[src/rtl/tree_feature_loader.sv]
// Byte-stream front end for the decision tree: assembles a feature bank, lets the tree settle,
// then returns the captured class with a frame-error flag. Optional checksum byte: FRAME_CHKSUM_EN.
module tree_feature_loader #(
  parameter int NUM_FEAT   = 45,
  parameter int FEAT_W     = 8,
  parameter int CLASS_W    = 5,
  parameter int SETTLE_CYC = 1
) (
  input  logic                         clk,
  input  logic                         rst_n,
  input  logic                         s_valid,
  output logic                         s_ready,
  input  logic [FEAT_W-1:0]            s_data,
  input  logic                         s_last,
  output logic [NUM_FEAT*FEAT_W-1:0]   feat_bus,
  input  logic [CLASS_W-1:0]           tree_class,
  output logic                         m_valid,
  input  logic                         m_ready,
  output logic [CLASS_W-1:0]           m_class,
  output logic                         m_err
);

  localparam int IDX_W = $clog2(NUM_FEAT + 1);
`ifdef FRAME_CHKSUM_EN
  localparam int LAST = NUM_FEAT;
`else
  localparam int LAST = NUM_FEAT - 1;
`endif
  localparam logic [IDX_W-1:0] LAST_IDX = IDX_W'(LAST);
  localparam logic [IDX_W-1:0] NF_IDX   = IDX_W'(NUM_FEAT);
  localparam logic [3:0]       SET_END  = 4'(SETTLE_CYC - 1);

  localparam logic [1:0] S_LOAD   = 2'd0;
  localparam logic [1:0] S_DRAIN  = 2'd1;
  localparam logic [1:0] S_SETTLE = 2'd2;
  localparam logic [1:0] S_RESULT = 2'd3;

  logic [1:0]                  state_q, state_d;
  logic [IDX_W-1:0]            idx_q, idx_d;
  logic [3:0]                  set_q, set_d;
  logic                        err_q, err_d;
  logic                        m_valid_q, m_valid_d;
  logic [CLASS_W-1:0]          m_class_q, m_class_d;
  logic                        m_err_q, m_err_d;
  logic [NUM_FEAT*FEAT_W-1:0]  bank_q;
  logic                        s_fire, wr_en;
`ifdef FRAME_CHKSUM_EN
  logic [7:0]                  sum_q, sum_d;
`endif

  assign s_ready  = (state_q == S_LOAD) || (state_q == S_DRAIN);
  assign s_fire   = s_valid && s_ready;
  assign wr_en    = s_fire && (state_q == S_LOAD) && (idx_q < NF_IDX);
  assign feat_bus = bank_q;
  assign m_valid  = m_valid_q;
  assign m_class  = m_class_q;
  assign m_err    = m_err_q;

  always_comb begin
    state_d   = state_q;
    idx_d     = idx_q;
    set_d     = set_q;
    err_d     = err_q;
    m_valid_d = m_valid_q;
    m_class_d = m_class_q;
    m_err_d   = m_err_q;
`ifdef FRAME_CHKSUM_EN
    sum_d     = sum_q;
`endif
    case (state_q)
      S_LOAD: begin
        set_d = '0;
        if (s_fire) begin
          if (idx_q != LAST_IDX) idx_d = idx_q + 1'b1;
`ifdef FRAME_CHKSUM_EN
          if (idx_q < NF_IDX) sum_d = sum_q + 8'(s_data);
`endif
          if (idx_q == LAST_IDX) begin
            state_d = s_last ? S_SETTLE : S_DRAIN;
`ifdef FRAME_CHKSUM_EN
            err_d   = s_last ? (8'(s_data) != sum_q) : 1'b1;
`else
            err_d   = !s_last;
`endif
          end else if (s_last) begin
            err_d   = 1'b1;
            state_d = S_SETTLE;
          end
        end
      end
      S_DRAIN: begin
        set_d = '0;
        if (s_fire && s_last) state_d = S_SETTLE;
      end
      S_SETTLE: begin
        if (set_q == SET_END) begin
          m_valid_d = 1'b1;
          m_class_d = tree_class;
          m_err_d   = err_q;
          state_d   = S_RESULT;
        end else begin
          set_d = set_q + 1'b1;
        end
      end
      default: begin
        if (m_ready) begin
          m_valid_d = 1'b0;
          state_d   = S_LOAD;
          idx_d     = '0;
`ifdef FRAME_CHKSUM_EN
          sum_d     = '0;
`endif
        end
      end
    endcase
  end

  always_ff @(posedge clk or negedge rst_n) begin
    if (!rst_n) begin
      state_q   <= S_LOAD;
      idx_q     <= '0;
      set_q     <= '0;
      err_q     <= 1'b0;
      m_valid_q <= 1'b0;
      m_class_q <= '0;
      m_err_q   <= 1'b0;
`ifdef FRAME_CHKSUM_EN
      sum_q     <= '0;
`endif
    end else begin
      state_q   <= state_d;
      idx_q     <= idx_d;
      set_q     <= set_d;
      err_q     <= err_d;
      m_valid_q <= m_valid_d;
      m_class_q <= m_class_d;
      m_err_q   <= m_err_d;
`ifdef FRAME_CHKSUM_EN
      sum_q     <= sum_d;
`endif
    end
  end

  // Bank only changes on an accepted LOAD beat, keeping tree inputs frozen otherwise.
  always_ff @(posedge clk or negedge rst_n) begin
    if (!rst_n) begin
      bank_q <= '0;
    end else begin
      for (int unsigned k = 0; k < NUM_FEAT; k++) begin
        if (wr_en && (idx_q == IDX_W'(k))) bank_q[k*FEAT_W +: FEAT_W] <= s_data;
      end
    end
  end

endmodule

[config.mk]
export PLATFORM = sky130hd
export DESIGN_NAME = tree_feature_loader
export DESIGN_NICKNAME = d
export VERILOG_FILES = /design/src/rtl/tree_feature_loader.sv
export SDC_FILE = /design/constraint.sdc
export NUM_CORES = 1
export LEC_CHECK = 0
export ABC_AREA = 1
export BUFFER_PORTS_ARGS = -buffer_cell sky130_fd_sc_hd__buf_2
export CORE_MARGIN = 5
export CORE_UTILIZATION = 53
export CTS_BUF_LIST = sky130_fd_sc_hd__clkbuf_8 sky130_fd_sc_hd__clkbuf_16
export CTS_CLUSTER_DIAMETER = 100
export DETAILED_ROUTE_END_ITERATION = 8
export PLACE_DENSITY_LB_ADDON = 0.12
export SYNTH_ARGS = -nofsm -noshare
export SYNTH_HDL_FRONTEND = slang
export SYNTH_SLANG_ARGS = --single-unit
[constraint.sdc]
create_clock -name clk -period 2.6 [get_ports clk]
set_clock_uncertainty 0.15 [all_clocks]
set_input_delay 0.52 -clock clk [delete_from_list [all_inputs] [get_ports clk]]
set_output_delay 0.52 -clock clk [all_outputs]
set_load 0.03 [all_outputs]
; ---- After elaboration in Yosys (flattened, before gate mapping)
; Index checks and enable logic that the tools add are counted.
[totals]
regBits = 380
in_bits = 18
wordCells = 196
[classes]
n_reduce_logical = 67
n_eq_ne = 53
n_lt_le_gt_ge = 1
bitwise_logic = 2
mux = 19
n_addsub = 2
[ops]
columns = cell, count
row1 = $eq A6 B5 Y1 const B, 16
row2 = $eq A6 B6 Y1 const B, 13
row3 = $logic_and A1 B1 Y1, 49
row4 = $eq A6 B4 Y1 const B, 8
row5 = $eq A6 B3 Y1 const B, 4
row6 = $mux W6, 3
row7 = $mux W2, 7
row8 = $eq A6 B2 Y1 const B, 2
row9 = $pmux W6 S2, 1
row10 = $pmux W4 S2, 1
row11 = $reduce_bool A2 Y1, 4
row12 = $add A6 B1 Y6 const B, 1
row13 = $eq A6 B1 Y1 const B, 1
row14 = $logic_not A6 Y1, 1
row15 = $lt A6 B6 Y1 const B, 1
row16 = $ne A2 B2 Y1 const B, 3
row17 = $ne A6 B6 Y1 const B, 1
row18 = $pmux W2 S3, 1
row19 = $reduce_and A3 Y1, 2
row20 = $reduce_and A5 Y1, 1
row21 = $add A4 B1 Y4 const B, 1
row22 = $logic_not A4 Y1, 1
row23 = $mux W1, 4
row24 = $mux W4, 1
row25 = 13 further kinds, 17

; ---- Logic depth before layout (Yosys ltp)
[logic_depth]
ltp_word = 6
mapped_depth = 11
depth_no_buf = 9

; ---- Worst setup path after synthesis
; No wires, ideal clock.
[synth_path]
path_kind = reg2reg
from = register state_q[1]
to = register bank_q[13], in the netlist feat_bus[13]
setup_time_ns = 0.134
period_less_slack_ns = 1.973
path_stages_with_launch = 11
arrival_time_ns = 1.689
path_buffers = 3
setup_slack_ns = 0.627
cell_sequence = dfrtp_1 -> inv_1 -> ha_1 -> buf_4 -> nand2_4 -> nor3_4 -> buf_6 -> nand2_2 -> clkbuf_1 -> nand2_1 -> o21ai_0
[synth_between]
elab_chain_cells = 6
elab_cells_between_ends = 7
[synth_rtl]
columns = item, line
row1 = "start, declared", 38  ; logic [1:0] state_q, state_d;
row2 = "start signal, assigned", 131  ; state_q <= state_d;
row3 = $eq A2 B1 Y1 or $logic_not A2 Y1 (tied branches), "51, 53"
row4 = $logic_or A1 B1 Y1, 51  ; assign s_ready = (state_q == S_LOAD) || (state_q == S_DRAIN);
row5 = $logic_and A1 B1 Y1, 52  ; assign s_fire = s_valid && s_ready;
row6 = $logic_and A1 B1 Y1 (*) (2 in a row), 53  ; assign wr_en = s_fire && (state_q == S_LOAD) && (idx_q < NF_IDX);
row7 = $logic_and A1 B1 Y1 (*), 150  ; if (wr_en && (idx_q == IDX_W'(k))) bank_q[k*FEAT_W +: FEAT_W] <= s_data;
row8 = "end signal, assigned by index", 150
row9 = "end, declared", 45  ; logic [NUM_FEAT*FEAT_W-1:0] bank_q;
; Mark *: on every way between the ends. The rest lies on a longest branch, timed or not.
; A chain may end at the register's enable or synchronous reset.

; ---- Final worst setup path
[layout_path]
from = register state_q[1]
to = output port s_ready
[layout_between]
elab_chain_cells = 2
elab_cells_between_ends = 3
[layout_rtl]
columns = item, line
row1 = $eq A2 B1 Y1 or $logic_not A2 Y1 (tied branches), 51
row2 = $logic_or A1 B1 Y1 (*), 51
row3 = "end, declared", 12  ; output logic s_ready,
; Marked as above.

==> out/metrics.cfg <==
[run_status]
run_status = finished, final reports clean

[cts]
cts.htree.levels = 2
cts.path.max_buffers = 3
tritoncts = built
clock-root-buffer = clkbuf_16
clkLatencyLatePin_ns = 0.51
numCtsBuffers = 40
worst_setup_hold_path_clk_slew_ns = 0.05
post-cts-setup-buffers = 0
numClockSinks = 380

[sta]
clock.fmax_mhz = 399
setup_viol = 0
finalHoldViolations = 0
worstMarginPinSlew_ns = 0.684
layout_setup_ws_ns = 0.0913
min_period_over_period_pct = 96.5
finalSetupTns_ns = 0
timing.max_slew.rel_slack_pct = 54.1
period_minus_slack_ns = 2.51
rsz0062_at_grt = no
slew_violations = 0

[floorplanning]
io-pin-count = 386
core-area_sq_um = 27000
std_cell_rows = 60
die-area_sq_um = 30900
fp.dieH_um = 176
die_width_um = 176
initial_core_util_pct = 53.8

[worst_setup_path]
startpoint_of_the_lowest_slack_register_to_register_path = state_q[1]
critical_path_peak_fanout = 8
timing.rr.end = feat_bus[113]
worst_ep_arrival_time_ns = 1.84
r2r_slack_ns = 0.31
ff2ff_path_depth = 7
endpoint_kind = output pin
critical_path.startpoint_type = flop
setup.worst_path.class = reg2out
worstPathRequired_ns = 1.93

[place]
pre_cts_slack_ns = 0.335
io_buffer_count = 385
place.detailed.hpwl_um = 28800
finalWeightedCongestion = 0.855

[yosys]
synth-edff-count = 0
ys.warnings.count = 0
synth-seq-cells = 380
synth_async_sr_flop_share_pct = 100
average_cell_area_after_synthesis_sq_um = 10.5
post_synth_xor_area_fraction_pct = 0.181
synth_largest_type_area_fraction_pct = 65.4
netlist.top_cell.by_area = dfrtp_1
synth_commonest_cells = 409 x nand2_1, 380 x dfrtp_1, 227 x o21ai_0
seq_area_frac_synth_pct = 65.4
top_post_synthesis_cells_by_area = dfrtp_1 65%, nand2_1 11%, o21ai_0 7.8%
share_of_cell_area_taken_by_muxes_after_synthesis_pct = 0.387
synthCells = 1385
synth_simple_gate_area_share_pct = 15.1
synth_top_family_by_area = simple AND/OR/NAND/NOR gates
post_synth_num_cell_types = 30
synthesis.area_sq_um = 14600
synth.net_count = 1414
adder_and_majority_cell_fraction_of_the_synthesized_area_pct = 0.946
synth_flop_cell = dfrtp_1
synth_compound_gate_area_share_pct = 13.5
synthMostInstantiatedCell = nand2_1

[final_layout]
diodes = 0
area_growth_syn_to_layout_pct = 24.8
share_of_layout_cells_above_drive_strength_1_pct = 31.2
nNetsFinal = 1800
seqCellArea_sq_um = 9510
layout.filler_cells = 2167
combined_area_of_the_multi_input_logic_cells_sq_um = 4380

[global_route]
grt_first_pass_wirelength_um = 66100
grt_start_max_net_pins = 63
vias_in_the_first_global_route = 11200
grt.overflow.total = 0
globalRouteTotalUtil_pct = 27.3
number_of_antenna_violations_at_the_first_check_in_global_routing = 0

[route]
detail-route-antenna-nets = 0
remaining_drc_errors = 0
num_vias = 11300
detail_route.first_pass.iterations = 5
post_drt_via_cell_ratio = 5.28
drt-initial-drc-count = 889
detail_route.wl_per_cell_um = 19.9
detail_route.wirelength_um = 42500

[pwr]
power.density_cell_area_nw_per_um2 = 997
irDropWorstVdd_uv = 689
power.static_leakage_uw = 0.00979

[job]
maxCapViolCount = 0

[worst_hold_path]
timing.hold.worst.start = tree_class[3]
min_path_type = in2reg
hold_path_depth = 2
timing.hold.worst_endpoint = m_class[3]

-- cells by family after synthesis --
logic type,after synthesis
xor gates and xnor gates,3
adders and majority gates,11
muxes,5
AOI/OAI and AO/OA,379
DFF,380
buffers and inverters,117
and+or+nand+nor,490
-- stage by stage --
step	utilization [%]	cells	area, sq um	total power, uW	hold WS (ns)
floorplan	-	1385	14600	10800	0.0744
global placement	62.4	2069	16900	12600	0.310
finish	67.2	2138	18200	18100	0.0911
detailed placement	62.4	2069	16900	12700	0.315
global route	67.2	2138	18200	19000	0.0876
CTS	67.2	2138	18200	18200	0.0801
-- critical path, cell delays in order, from the launching register on --
cell	delay (ns)
dfrtp_1	0.41
inv_1	0.13
ha_2	0.22
buf_4	0.17
inv_2	0.08
nand2_1	0.12
buf_4	0.18
-- worst max-delay path by stage --
stage                     from      endpoint  depth (start not counted)
floorplan           state_q[1]  feat_bus[13]                         10
global placement    state_q[0]      idx_q[1]                          9
detailed placement  state_q[0]      idx_q[1]                         10
CTS                 state_q[1]       s_ready                          6
global route        state_q[1]       s_ready                          6
finish              state_q[1]       s_ready                          6
-- report_power, final --
| group | internal (uW) | switching (uW) | total [uW] |
|---|---|---|---|
| sequential | 6890 | 584 | 7480 |
| clock | 3290 | 2230 | 5520 |
| combinational | 1400 | 3710 | 5110 |
-- cell usage in the layout, fill, tap and decap left out, drive strengths merged --
master and instances:
nand2 433, buf 427, dfrtp 380, o21ai 372, clkbuf 53, inv 38, nor2 26, nand3 26
ha 11, clkinv 8, mux2 5, xor2 3, a21oi 3, nor3 2, nand3b 2, o22ai 2
nor3b 1, o21bai 1, o211ai 1, bufinv 1, clkinvlp 1, dlygate4sd3 1
-- state kept, by name (all words and copies together), names as in the netlist --
name and count:
m_class 5, set_q 4, m_valid 1, m_err 1
idx_q 6, err_q 1, feat_bus 360, state_q 2
-- per-layer routing --
metal	wire, um	track usage (%)
met5	0	0
met2	20500	45.0
met1	17500	36.0
met3	3300	7.36
met4	1170	7.73
-- area by class of cell --
type | instances | area share, %
sequential | 380 | 52.4
multi-input combinational | 888 | 24.1
timing repair buffer | 428 | 13.4
clock buffer | 53 | 6.56
tap | 341 | 2.35
inverter | 33 | 0.682
clock inverter | 15 | 0.517
-- repair_timing --
item / in CTS / in global routing
setup endpoints to repair: 1 / 1
hold endpoints to repair: 48 / 0
resized for setup: 1 / 3
hold buffers: 1 / 0
Power figures use the tool's default switching activity.
